$ cat src/rtl/simon_seq_game.sv
// Simon sequence-memory engine: grows a pseudo-random button sequence each round,
// plays it back as timed press/release pulses and checks the player's entries.
module simon_seq_game #(
    parameter int          BTN_W         = 2,
    parameter int          MAX_LEN       = 16,
    parameter int          ON_TICKS      = 30,
    parameter int          OFF_TICKS     = 30,
    parameter int          TIMEOUT_TICKS = 300,
    parameter logic [15:0] SEED          = 16'hACE1,
    localparam int         LEN_W         = $clog2(MAX_LEN + 1)
) (
    input  logic             clk,
    input  logic             reset,
    input  logic             start,
    input  logic [BTN_W-1:0] player_num,
    input  logic             player_pressed,
    output logic             simon_turn,
    output logic [BTN_W-1:0] simon_num,
    output logic             simon_pressed,
    output logic [LEN_W-1:0] round_len,
    output logic [LEN_W-1:0] score,
    output logic             game_over,
    output logic             game_won
);

    localparam int               IDX_W       = (MAX_LEN > 1) ? $clog2(MAX_LEN) : 1;
    localparam logic [15:0]      SEED_EFF    = (SEED == 16'h0000) ? 16'hACE1 : SEED;
    localparam logic [15:0]      ON_LAST     = 16'(ON_TICKS - 1);
    localparam logic [15:0]      OFF_LAST    = 16'(OFF_TICKS - 1);
    localparam logic [15:0]      TIMEOUT_VAL = 16'(TIMEOUT_TICKS);
    localparam logic [LEN_W-1:0] MAX_LEN_V   = LEN_W'(MAX_LEN);

    typedef enum logic [3:0] {
        S_IDLE, S_GEN, S_SHOW_ON, S_SHOW_OFF, S_WAIT_PRESS,
        S_WAIT_RELEASE, S_CHECK, S_OVER, S_WON
    } state_t;

    function automatic logic [15:0] lfsr_next(input logic [15:0] l);
        return {l[14:0], l[15] ^ l[13] ^ l[12] ^ l[10]};
    endfunction

    state_t           state_r, state_nxt_s;
    logic [BTN_W-1:0] seq_r [MAX_LEN];
    logic [15:0]      lfsr_r, lfsr_nxt_s;
    logic [LEN_W-1:0] idx_r, idx_nxt_s;
    logic [15:0]      timer_r, timer_nxt_s, timer_inc_s;
    logic [BTN_W-1:0] cap_r, cap_nxt_s;
    logic             seq_we_s;
    logic             turn_nxt_s, pressed_nxt_s, over_nxt_s, won_nxt_s;
    logic [BTN_W-1:0] num_nxt_s, seq_at_idx_s;
    logic [LEN_W-1:0] len_nxt_s, score_nxt_s;
    logic             idx_last_s;

    assign timer_inc_s  = timer_r + 16'd1;
    assign seq_at_idx_s = seq_r[idx_r[IDX_W-1:0]];
    assign idx_last_s   = (idx_r == (round_len - LEN_W'(1)));

    // Next-state and next-output computation for every registered value
    always_comb begin
        state_nxt_s   = state_r;
        lfsr_nxt_s    = lfsr_r;
        idx_nxt_s     = idx_r;
        timer_nxt_s   = timer_r;
        cap_nxt_s     = cap_r;
        seq_we_s      = 1'b0;
        turn_nxt_s    = simon_turn;
        num_nxt_s     = simon_num;
        pressed_nxt_s = simon_pressed;
        len_nxt_s     = round_len;
        score_nxt_s   = score;
        over_nxt_s    = game_over;
        won_nxt_s     = game_won;
        case (state_r)
            S_IDLE, S_OVER, S_WON: begin
                turn_nxt_s    = 1'b0;
                pressed_nxt_s = 1'b0;
                if (start) begin
                    len_nxt_s   = '0;
                    score_nxt_s = '0;
                    over_nxt_s  = 1'b0;
                    won_nxt_s   = 1'b0;
                    state_nxt_s = S_GEN;
                end else begin
                    state_nxt_s = state_r;
                end
            end
            S_GEN: begin
                seq_we_s    = 1'b1;
                lfsr_nxt_s  = lfsr_next(lfsr_r);
                len_nxt_s   = round_len + LEN_W'(1);
                idx_nxt_s   = '0;
                timer_nxt_s = 16'd0;
                turn_nxt_s  = 1'b1;
                state_nxt_s = S_SHOW_ON;
            end
            S_SHOW_ON: begin
                pressed_nxt_s = 1'b1;
                num_nxt_s     = seq_at_idx_s;
                if (timer_r == ON_LAST) begin
                    timer_nxt_s = 16'd0;
                    state_nxt_s = S_SHOW_OFF;
                end else begin
                    timer_nxt_s = timer_inc_s;
                end
            end
            S_SHOW_OFF: begin
                pressed_nxt_s = 1'b0;
                if (timer_r == OFF_LAST) begin
                    timer_nxt_s = 16'd0;
                    if (idx_last_s) begin
                        idx_nxt_s   = '0;
                        turn_nxt_s  = 1'b0;
                        state_nxt_s = S_WAIT_PRESS;
                    end else begin
                        idx_nxt_s   = idx_r + LEN_W'(1);
                        state_nxt_s = S_SHOW_ON;
                    end
                end else begin
                    timer_nxt_s = timer_inc_s;
                end
            end
            S_WAIT_PRESS: begin
                if (player_pressed) begin
                    cap_nxt_s   = player_num;
                    state_nxt_s = S_WAIT_RELEASE;
                end else begin
                    timer_nxt_s = timer_inc_s;
                    // A zero timeout never expires; the timer is then free-running
                    if ((TIMEOUT_VAL != 16'd0) && (timer_inc_s == TIMEOUT_VAL)) begin
                        over_nxt_s  = 1'b1;
                        state_nxt_s = S_OVER;
                    end else begin
                        state_nxt_s = S_WAIT_PRESS;
                    end
                end
            end
            S_WAIT_RELEASE: begin
                if (!player_pressed) begin
                    state_nxt_s = S_CHECK;
                end else begin
                    state_nxt_s = S_WAIT_RELEASE;
                end
            end
            S_CHECK: begin
                if (cap_r != seq_at_idx_s) begin
                    over_nxt_s  = 1'b1;
                    state_nxt_s = S_OVER;
                end else if (!idx_last_s) begin
                    idx_nxt_s   = idx_r + LEN_W'(1);
                    timer_nxt_s = 16'd0;
                    state_nxt_s = S_WAIT_PRESS;
                end else begin
                    score_nxt_s = round_len;
                    if (round_len == MAX_LEN_V) begin
                        won_nxt_s   = 1'b1;
                        state_nxt_s = S_WON;
                    end else begin
                        state_nxt_s = S_GEN;
                    end
                end
            end
            default: begin
                state_nxt_s = S_IDLE;
            end
        endcase
    end

    // State, datapath and output registers
    always_ff @(posedge clk or negedge reset) begin
        if (!reset) begin
            state_r       <= S_IDLE;
            lfsr_r        <= SEED_EFF;
            idx_r         <= '0;
            timer_r       <= 16'd0;
            cap_r         <= '0;
            simon_turn    <= 1'b0;
            simon_num     <= '0;
            simon_pressed <= 1'b0;
            round_len     <= '0;
            score         <= '0;
            game_over     <= 1'b0;
            game_won      <= 1'b0;
            for (int i = 0; i < MAX_LEN; i++) begin
                seq_r[i] <= '0;
            end
        end else begin
            state_r       <= state_nxt_s;
            lfsr_r        <= lfsr_nxt_s;
            idx_r         <= idx_nxt_s;
            timer_r       <= timer_nxt_s;
            cap_r         <= cap_nxt_s;
            simon_turn    <= turn_nxt_s;
            simon_num     <= num_nxt_s;
            simon_pressed <= pressed_nxt_s;
            round_len     <= len_nxt_s;
            score         <= score_nxt_s;
            game_over     <= over_nxt_s;
            game_won      <= won_nxt_s;
            if (seq_we_s) begin
                seq_r[round_len[IDX_W-1:0]] <= lfsr_r[BTN_W-1:0];
            end
        end
    end

endmodule
$ cat config.mk
export PLATFORM = sky130hd
export DESIGN_NAME = simon_seq_game
export DESIGN_NICKNAME = d
export VERILOG_FILES = /design/src/rtl/simon_seq_game.sv
export SDC_FILE = /design/constraint.sdc
export NUM_CORES = 1
export LEC_CHECK = 0
export CELL_PAD_IN_SITES_DETAIL_PLACEMENT = 1
export CELL_PAD_IN_SITES_GLOBAL_PLACEMENT = 1
export CORE_AREA = 2 2 135 137
export CTS_CLUSTER_SIZE = 40
export DETAILED_ROUTE_END_ITERATION = 7
export DIE_AREA = 0 0 137 139
export PLACE_DENSITY = 0.62
export SLEW_MARGIN = 10
export SYNTH_ARGS = -nofsm -noshare
export SYNTH_HDL_FRONTEND = slang
export SYNTH_SLANG_ARGS = --single-unit
$ cat constraint.sdc
create_clock -name clk -period 5.1 [get_ports clk]
set_clock_uncertainty 0.05 [all_clocks]
set_input_delay 0.765 -clock clk [delete_from_list [all_inputs] [get_ports clk]]
set_output_delay 0.765 -clock clk [all_outputs]
set_load 0.02 [all_outputs]
==> results of run 1 <==
## cell usage after synthesis (9+ instances only)
library cell / number
sky130_fd_sc_hd__clkbuf_1: 22
sky130_fd_sc_hd__dfrtp_1: 83
sky130_fd_sc_hd__nand2_1: 41
sky130_fd_sc_hd__xnor2_1: 12
sky130_fd_sc_hd__inv_1: 14
sky130_fd_sc_hd__mux2_2: 53
sky130_fd_sc_hd__nand4_1: 11
sky130_fd_sc_hd__a21oi_1: 17
sky130_fd_sc_hd__o21ai_0: 25
sky130_fd_sc_hd__a22o_1: 9
sky130_fd_sc_hd__nor2_1: 32
sky130_fd_sc_hd__nand3_1: 34
## worst paths after layout
| check | start | end | depth (start not counted) |
|---|---|---|---|
| worst max register to register | state_r[3]$_DFFE_PN0P_ | idx_r[3]$_DFFE_PN0P_ | 6 |
| worst max-delay path | state_r[3]$_DFFE_PN0P_ | idx_r[3]$_DFFE_PN0P_ | 6 |
| min in group clk | lfsr_r[4]$_DFFE_PN0P_ | lfsr_r[4]$_DFFE_PN0P_ | 1 |
| worst min register to register | lfsr_r[4]$_DFFE_PN0P_ | lfsr_r[4]$_DFFE_PN0P_ | 1 |
| worst min-delay path | reset | timer_r[13]$_DFFE_PN0P_ | 1 |
| max in group asynchronous | reset | seq_r[7]$_DFFE_PN0P_ | 2 |
## per-layer routing
metal / part of all wire (%) / vias to the layer above
met5: 0 / -
met4: 1.5 / 0
met3: 2.7 / 16
met2: 50 / 53
met1: 45 / 2023
li1: - / 1810
## layout make-up
type | count | share of cell area (%)
multi-input combinational | 357 | 46.1
sequential | 91 | 39.3
tap | 229 | 4.92
clock buffer | 12 | 4.40
timing repair buffer | 23 | 3.82
inverter | 15 | 0.966
clock inverter | 4 | 0.537
## through the flow
step	instances	util [%]	area [um2]	power, uW
floorplan	496	-	5190	738
global placement	715	31.4	5540	759
detailed placement	715	31.4	5540	760
CTS	731	33.0	5830	1430
global route	731	33.0	5830	1460
finish	731	33.0	5830	1400
## sequential cells by signal, indices dropped and copies added (netlist names)
| name | cells |
|---|---|
| round_len | 5 |
| cap_r | 2 |
| simon_num | 2 |
| score | 5 |
| lfsr_r | 16 |
| game_over | 1 |
| seq_r | 32 |
| simon_turn | 1 |
| timer_r | 16 |
| simon_pressed | 1 |
| game_won | 1 |
| idx_r | 5 |
| state_r | 4 |
## cell usage in the layout (no fill, tap or decap), types with 7 or more instances in the layout
cell type and count:
sky130_fd_sc_hd__nand2_1 41, sky130_fd_sc_hd__a21oi_1 17, sky130_fd_sc_hd__a21o_1 7, sky130_fd_sc_hd__o21ai_0 25
sky130_fd_sc_hd__clkbuf_16 9, sky130_fd_sc_hd__xnor2_1 12, sky130_fd_sc_hd__a22o_1 9, sky130_fd_sc_hd__ha_1 7
sky130_fd_sc_hd__mux2_2 53, sky130_fd_sc_hd__dfstp_2 8, sky130_fd_sc_hd__nor2_1 32, sky130_fd_sc_hd__inv_1 14
sky130_fd_sc_hd__mux4_2 7, sky130_fd_sc_hd__nand3_1 34, sky130_fd_sc_hd__dfrtp_1 83, sky130_fd_sc_hd__nand4_1 11
sky130_fd_sc_hd__clkdlybuf4s50_1 20
## logic make-up (layout without fill, tap and decap cells)
kind of cell	after synthesis	after routing
simple gates	158	158
fa+ha+maj	7	7
xor+xnor	19	19
flops	91	91
mux	68	68
buf+inv	48	54
compound gates	105	105
## power breakdown
part           switching, uW  internal, uW  total, uW
Combinational           17.6          5.00       22.6
Sequential             0.264           722        722
Clock                    297           362        659
## worst max-delay path, delay by kind of cell (launching register included)
family / cells / cell delay (ns)
compound gates: 4 / 1.30
flops: 1 / 0.68
simple gates: 2 / 1.29
==> impl_metrics.yaml, run 1 <==
timing:
  setup_tns_ns: 0
  maxSlewViolCount: 0
  worst_slew_pin_slew_ns: 1.01
  final_critical_path_setup_slack_ns: 1.71
  finalHoldViolCount: 0
  post-route-min-period_ns: 3.39
  fmax_ghz: 0.295
  post-route-period-util_pct: 66.4
  rsz0062_at_grt: "false"
  setup_viol_count_final: 0
  hold-worst-slack_ns: 0.345
  slew_headroom_pct: 32.8
logic_synthesis:
  synthesis.nets: 509
  dominantRegCellSynth: "sky130_fd_sc_hd__dfrtp_1"
  synth-edff-count: 0
  yosys.cell_types.count: 70
  dominant_combinational_cell_family_by_area_after_synthesis: "multiplexers"
  synth.area.top_cells: "sky130_fd_sc_hd__dfrtp_1, sky130_fd_sc_hd__mux2_2, sky130_fd_sc_hd__dfstp_2, sky130_fd_sc_hd__nand3_1, sky130_fd_sc_hd__mux4_2"
  synthXorXnorAreaFrac_pct: 3.49
  seq_area_frac_synth_pct: 44.0
  synth-warning-count: 0
  synth_area_per_cell_um2: 10.5
  synth_compound_area_share_pct: 14.5
  synth-adder-area-share_pct: 1.69
  netlist_area_mm2: 0.00519
  synthSimpleGateAreaFrac_pct: 15.1
  post-synth-top-area-cell: "sky130_fd_sc_hd__dfrtp_1"
  synth-seq-cells: 91
  synth_cells: 496
  synth_async_sr_flop_share_pct: 100
  post-synth-top-area-fraction_pct: 40.0
  synth.mux.area_fraction_pct: 16.9
run:
  drv.max_cap_violation_count: 0
drt:
  routed_wl_um: 13500
  detailedRoute.firstPassIterationCount: 6
  wire_per_inst_um: 18.5
  via_per_inst: 5.34
  drt-initial-drc-count: 182
  detail-route-antenna-nets: 0
  route.detailed.drc: 0
  detailroute.via_count: 3902
final_layout:
  diodes: 0
  register_area_mm2: 0.00229
  num-nets-final: 510
  fillers: 1977
  multi_input_comb_area_mm2: 0.00269
  layout-area-overhead-vs-synth_pct: 12.1
  layout-drive-gt1-share_pct: 20.5
critical_path:
  reg2reg_slack_ns: 1.71
  cp-start-kind: "register"
  cp_max_fo: 25
  critical_path_arrival_ns: 3.63
  timing.critical_path.slowest_cell_delay_ns: 0.73
  setup.worst_path.class: "register to register"
  cp-end-kind: "register"
  worst-endpoint-required_ns: 5.35
  worstPathCellList: "nor2_1 -> nand3_1 -> a31oi_1 -> o21ai_2 -> a2111oi_0 -> a211o_1"
  slowest_stage: "sky130_fd_sc_hd__nand3_1"
global_route:
  first_pass_grt_wire_length_um: 22900
  grt_antenna_before_repair: 0
  grt_max_degree: 48
  globalRouteMet3Util_pct: 3.33
  grt.overflow.total: 0
  gr-max-usage-layer: "met2"
  use_met2_pct: 25.8
  vias_in_the_first_global_route: 4255
  grt_use_met1_pct: 19.3
  globalRouteTotalUtil_pct: 15.3
clock_tree:
  clock_tree.root_cell: "sky130_fd_sc_hd__clkbuf_16"
  post_cts.resized_instances: 0
  cts.sinks: 91
  htree_levels: 3
  ctsHoldBuffers: 0
  clock_network_latency_to_the_later_pin_of_the_worst_skew_pair_ns: 0.35
  cts_tree: "built"
  ctsLongestPathBuffers: 2
  cts_setup_buffers: 0
  path_clk_slew_ns: 0.07
  cts_made_buffers: 9
worst_hold_path:
  min-delay-path-class: "input pin to asynchronous set/reset pin"
power_and_ir_drop:
  total_leakage_power_uw: 0.00250
  power.density_cell_area_mw_per_mm2: 241
  power.ir.vdd_worst_mv: 0.225
run_status:
  run_status: "complete, no violations"
placed_design:
  post-place-ws_ns: 1.69
  numPortBuffers: 21
  routability_cong: 0.778
  hpwlAfterDp_um: 9440
floorplan:
  die_area_mm2: 0.0190
  die-height_um: 139
  core_area_mm2: 0.0177
  die_width_um: 137
  placementRows: 49
  floorplan.initialDensity_pct: 29.4
  top_level_ports: 22
(Power assumes the default switching activity.)
==> run 2, diff against run 1 <==
--- a/config.mk
+++ b/config.mk
@@ -11,7 +11,7 @@
 export CTS_CLUSTER_SIZE = 40
 export DETAILED_ROUTE_END_ITERATION = 7
 export DIE_AREA = 0 0 137 139
-export PLACE_DENSITY = 0.62
+export PLACE_DENSITY = 0.64
 export SLEW_MARGIN = 10
 export SYNTH_ARGS = -nofsm -noshare
 export SYNTH_HDL_FRONTEND = slang
==> constraint.sdc (replaced) <==
create_clock -name clk -period 2.74 [get_ports clk]
set_clock_uncertainty 0.05 [all_clocks]
set_input_delay 0.411 -clock clk [delete_from_list [all_inputs] [get_ports clk]]
set_output_delay 0.411 -clock clk [all_outputs]
set_load 0.02 [all_outputs]
==> impl_metrics.yaml, run 2 (synthesis results as in run 1) <==
run_status:
  run_status: "complete, no violations"
drt:
  detailedRoute.firstPassIterationCount: 6
  detailroute.via_count: 4010
  routed_wl_um: 14000
  wire_per_inst_um: 18.3
  via_per_inst: 5.21
  detail-route-antenna-nets: 0
  route.detailed.drc: 0
  drt-initial-drc-count: 144
power_and_ir_drop:
  swShare_pct: 22.7
  seq_power_share_pct: 49.6
  p_clk_share_pct: 48.7
  power.density_cell_area_mw_per_mm2: 439
  p_total_uw: 2710
  switching_power_uw: 615
  power.ir.vdd_worst_mv: 0.355
  power.combinational.fraction_pct: 1.7
  power_report.internal_total_uw: 2100
  total_leakage_power_uw: 0.00270
run:
  drv.max_cap_violation_count: 0
timing:
  post-route-period-util_pct: 94.7
  worst_slew_pin_slew_ns: 0.640
  setup_viol_count_final: 0
  maxSlewViolCount: 0
  slew_headroom_pct: 57.3
  rsz0062_at_grt: "true"
  finalHoldViolCount: 0
  setup_tns_ns: 0
  post-route-min-period_ns: 2.60
  fmax_ghz: 0.385
final_layout:
  largest_registers: "seq_r: 32 flops, lfsr_r: 16 flops, timer_r: 16 flops"
  final_core_util_pct: 35.0
  largest_register_ff_count: 32
  mostFrequentLayoutCell: "sky130_fd_sc_hd__dfrtp_1"
  max_flop_register: "seq_r"
  layout-area-overhead-vs-synth_pct: 18.8
  final_cell_mix: "sky130_fd_sc_hd__dfrtp_1, sky130_fd_sc_hd__mux2_2, sky130_fd_sc_hd__nand2_1, sky130_fd_sc_hd__buf_4, sky130_fd_sc_hd__nand3_1"
  layout-drive-gt1-share_pct: 27.2
  diodes: 0
  num-nets-final: 548
  fillers: 1994
  final_cell_count_no_fill: 769
  postLayoutCellArea_mm2: 0.00617
global_route:
  grt_antenna_before_repair: 0
  vias_in_the_first_global_route: 4379
  globalRouteTotalUtil_pct: 15.5
  grt_max_degree: 47
  grt.overflow.total: 0
  first_pass_grt_wire_length_um: 23100
placed_design:
  placed_cells_incl_taps: 753
  numPortBuffers: 21
  routability_cong: 0.810
  hpwlAfterDp_um: 10200
  placed_cell_area_mm2: 0.00585
floorplan:
  die_area_mm2: 0.0190
  top_level_ports: 22
  floorplan.initialDensity_pct: 29.4
  placementRows: 49
  core_area_mm2: 0.0177
  die_width_um: 137
  die-height_um: 139
clock_tree:
  clock_tree.root_cell: "sky130_fd_sc_hd__clkbuf_16"
  path_clk_slew_ns: 0.07
  ctsLongestPathBuffers: 2
  cts_setup_buffers: 0
  cts.sinks: 91
  cts_tree: "built"
  htree_levels: 3
  cts_made_buffers: 9
  clock_network_latency_to_the_later_pin_of_the_worst_skew_pair_ns: 0.36
critical_path:
  timing.critical_path.slowest_cell_delay_ns: 0.48
  cp-start-kind: "register"
  gate_family_responsible_for_the_most_delay_along_the_worst_path: "compound AO/OA/AOI/OAI gates"
  slowest_stage: "sky130_fd_sc_hd__dfrtp_1"
  cp-end-kind: "register"
  reg2reg_slack_ns: 0.14
  worstPathCellList: "nor4_1 -> nand4_1 -> or2_2 -> a31oi_1 -> o21ai_2 -> a2111oi_0 -> a211o_1"
  critical_path_arrival_ns: 2.84
  worst-endpoint-required_ns: 2.98
  setup.worst_path.class: "register to register"
  cp_max_fo: 7
  path_buf_inv: 0
worst_hold_path:
  min-delay-path-class: "input pin to asynchronous set/reset pin"
run 2: cell count changes in the layout (fill, tap and decap cells not counted), moves of 2 or more:
cell,change
sky130_fd_sc_hd__buf_4,+36
sky130_fd_sc_hd__buf_12,+2
sky130_fd_sc_hd__dfrtp_1,-2
sky130_fd_sc_hd__dfrtp_2,+2
run 2: routing by layer:
layer | vias to the layer above | global-route usage [%] | part of all wire (%) | wire [um]
met5 | - | 0 | 0 | 0
met4 | 0 | 5.05 | 2.1 | 292
met3 | 23 | 3.73 | 3.1 | 430
met2 | 54 | 26.4 | 51 | 7140
met1 | 2042 | 19.1 | 44 | 6180
li1 | 1891 | - | - | -
run 2: path summary, 6_finish.rpt:
path                                         startpoint                      end  depth (start not counted)
worst max-delay path            timer_r[13]$_DFFE_PN0P_     idx_r[3]$_DFFE_PN0P_                          7
worst min-delay path                              reset  timer_r[15]$_DFFE_PN0P_                          1
worst max register to register  timer_r[13]$_DFFE_PN0P_     idx_r[3]$_DFFE_PN0P_                          7
worst min register to register    game_over$_DFFE_PN0P_    game_over$_DFFE_PN0P_                          1
max in group asynchronous                         reset     idx_r[1]$_DFFE_PN0P_                          2
min in group clk                  game_over$_DFFE_PN0P_    game_over$_DFFE_PN0P_                          1
run 2: final cells by class:
cell class                 instances  area (um2)  share of cell area (%)
multi-input combinational        357        2700                    43.7
tap                              229         287                    4.64
clock inverter                     6        68.8                    1.11
inverter                          15        56.3                   0.912
sequential                        91        2290                    37.1
timing repair buffer              61         533                    8.63
clock buffer                      10         239                    3.87
run 2: timing repair:
| action | 4_1_cts | 5_1_grt |
|---|---|---|
| setup endpoints to repair | 0 | 24 |
| hold endpoints to repair | 0 | 0 |
| hold buffers | 0 | 0 |
| gates resized for setup | 0 | 4 |
run 2: per-stage QoR:
stage | hold WS, ns | setup slack, ns
CTS | 0.0483 | 0.0386
floorplan | 0.0654 | 0.0577
detailed placement | 0.428 | 0.0722
global route | 0.0653 | -0.00242
global placement | 0.417 | 0.208
finish | 0.0213 | 0.145
run 2: power groups by stage:
stage	combinational, uW	clock [uW]	sequential [uW]
4_1_cts	48.7	1360	1340
3_3_place_gp	47.1	0	1370
2_1_floorplan	3.00	0	1370
5_1_grt	51.9	1410	1340
6_report	45.9	1320	1340
3_5_place_dp	48.4	0	1370
run 2: worst register-to-register path: cells and delay by family, from the launching register on:
family	cells	cell delay, ns
and+or+nand+nor	3	0.99
AOI/OAI and AO/OA	4	1.02
DFF	1	0.48
==> run 3, diff against run 2 <==
--- a/config.mk
+++ b/config.mk
@@ -7,12 +7,12 @@
 export LEC_CHECK = 0
 export CELL_PAD_IN_SITES_DETAIL_PLACEMENT = 1
 export CELL_PAD_IN_SITES_GLOBAL_PLACEMENT = 1
-export CORE_AREA = 2 2 135 137
+export CORE_AREA = 2 2 112 114
 export CTS_CLUSTER_SIZE = 40
 export DETAILED_ROUTE_END_ITERATION = 7
-export DIE_AREA = 0 0 137 139
-export PLACE_DENSITY = 0.64
-export SLEW_MARGIN = 10
+export DIE_AREA = 0 0 114 116
+export PLACE_DENSITY = 0.84
+export SLEW_MARGIN = 30
 export SYNTH_ARGS = -nofsm -noshare
 export SYNTH_HDL_FRONTEND = slang
 export SYNTH_SLANG_ARGS = --single-unit
==> impl_metrics.yaml, run 3 (synthesis results as in run 1) <==
run_status:
  run_status: "complete, no violations"
drt:
  routed_wl_um: 13500
  met2RoutedLength_um: 7090
  detailroute.via_count: 4077
  detailedRoute.firstPassIterationCount: 4
  route.detailed.drc: 0
  via_per_inst: 5.97
  detail-route-antenna-nets: 0
  drt-initial-drc-count: 190
  met1Wirelength_um: 5770
  wire_per_inst_um: 19.7
  topRoutingLayerUsed: "met4"
  wl_met3_um: 375
critical_path:
  critical_path_arrival_ns: 2.85
  worst-endpoint-required_ns: 2.93
  setup.worst_path.class: "register to register"
  cp-start-kind: "register"
  cp-end-kind: "register"
  rr_worst_depth: 9
  cp_max_fo: 13
power_and_ir_drop:
  power.ir.vdd_worst_mv: 0.334
  total_leakage_power_uw: 0.00266
  power.density_cell_area_mw_per_mm2: 426
placed_design:
  hpwlAfterDp_um: 9650
  routability_cong: 0.838
  numPortBuffers: 21
floorplan:
  die-height_um: 116
  core_area_mm2: 0.0119
  floorplan.initialDensity_pct: 43.6
  die_width_um: 114
  die_area_mm2: 0.0132
  top_level_ports: 22
  placementRows: 40
final_layout:
  final_cell_mix: "sky130_fd_sc_hd__dfrtp_1, sky130_fd_sc_hd__mux2_2, sky130_fd_sc_hd__nand2_1, sky130_fd_sc_hd__buf_4, sky130_fd_sc_hd__nand3_1"
  num-nets-final: 545
  largest_registers: "seq_r: 32 flops, lfsr_r: 16 flops, timer_r: 16 flops"
  fillers: 1306
  diodes: 0
  register_area_mm2: 0.00229
  mostFrequentLayoutCell: "sky130_fd_sc_hd__dfrtp_1"
  largest_register_ff_count: 32
  multi_input_comb_area_mm2: 0.00273
  max_flop_register: "seq_r"
  layout-area-overhead-vs-synth_pct: 16.5
  final_core_util_pct: 50.8
  layout-drive-gt1-share_pct: 27.6
timing:
  fmax_ghz: 0.376
  worst_slew_pin_slew_ns: 0.585
  hold-worst-slack_ns: 0.00811
  setup_viol_count_final: 0
  finalHoldViolCount: 0
  slew_headroom_pct: 61.0
  post-route-min-period_ns: 2.66
  post-route-period-util_pct: 97.0
  rsz0062_at_grt: "true"
  maxSlewViolCount: 0
clock_tree:
  clock_network_latency_to_the_later_pin_of_the_worst_skew_pair_ns: 0.35
  ctsLongestPathBuffers: 2
  cts.sinks: 91
  cts_made_buffers: 9
  htree_levels: 3
  cts_tree: "built"
  path_clk_slew_ns: 0.07
  ctsHoldBuffers: 0
  clock_tree.root_cell: "sky130_fd_sc_hd__clkbuf_16"
global_route:
  vias_in_the_first_global_route: 4353
  grt.overflow.total: 0
  grt_max_degree: 51
  globalRouteTotalUtil_pct: 21.9
  grt_antenna_before_repair: 0
  first_pass_grt_wire_length_um: 22500
run:
  drv.max_cap_violation_count: 0
worst_hold_path:
  min-delay-path-class: "input pin to asynchronous set/reset pin"
==> run 3: metal layers <==
layer / vias up / track usage, %
met2: 59 / 38.2
met5: - / 0
met4: 0 / 8.13
met1: 2123 / 27.3
met3: 19 / 3.82
li1: 1876 / -
==> run 3: critical path, cell delays in order, from the launching register on <==
cell                       delay [ns]
sky130_fd_sc_hd__dfrtp_2         0.42
sky130_fd_sc_hd__buf_4           0.18
sky130_fd_sc_hd__mux4_2          0.52
sky130_fd_sc_hd__mux2i_2         0.22
sky130_fd_sc_hd__xor2_1          0.21
sky130_fd_sc_hd__nand3_1         0.16
sky130_fd_sc_hd__a21boi_2        0.19
sky130_fd_sc_hd__buf_4           0.22
sky130_fd_sc_hd__o311ai_0        0.15
sky130_fd_sc_hd__a31o_2          0.23
==> run 3: repair_timing <==
action                     in CTS  in global routing
hold endpoints to repair        0                  0
setup endpoints to repair       0                 27
gates resized for setup         0                 11
setup buffers                   0                  1
==> run 3: report_power, final <==
part	leakage [uW]	internal [uW]	switching, uW
combinational	0.00139	12.2	31.7
sequential	0.00114	1340	0.408
clock	0.000131	661	527
==> run 3: cell type report <==
class | count | share of cell area, %
clock buffer | 12 | 4.24
clock inverter | 3 | 0.393
sequential | 91 | 37.8
tap | 147 | 3.04
inverter | 15 | 0.930
multi-input combinational | 357 | 45.1
timing repair buffer | 58 | 8.43
==> run 3: stage by stage <==
step                      setup TNS [ns]  std cells  power, uW  area [um2]  setup WS, ns
after floorplan                        0        496       1370        5200        0.0577
final                                  0        683       2580        6050        0.0833
after CTS                              0        682       2600        6000       0.00107
after global routing              -0.355        683       2670        6050       -0.0618
after detailed placement               0        667       1420        5720        0.0518
after global placement                 0        667       1410        5720         0.190
==> run 3: path summary, 6_finish.rpt <==
| kind | start | to | slack, ns |
|---|---|---|---|
| max in group asynchronous | reset | lfsr_r[7]$_DFFE_PN1P_ | 1.90 |
| min in group clk | lfsr_r[3]$_DFFE_PN0P_ | lfsr_r[3]$_DFFE_PN0P_ | 0.45 |
| worst min-delay path | reset | game_over$_DFFE_PN0P_ | 0.008 |
| worst min register to register | lfsr_r[3]$_DFFE_PN0P_ | lfsr_r[3]$_DFFE_PN0P_ | 0.45 |
| worst max register to register | idx_r[1]$_DFFE_PN0P_ | timer_r[7]$_DFFE_PN0P_ | 0.08 |
| worst max-delay path | idx_r[1]$_DFFE_PN0P_ | timer_r[7]$_DFFE_PN0P_ | 0.08 |
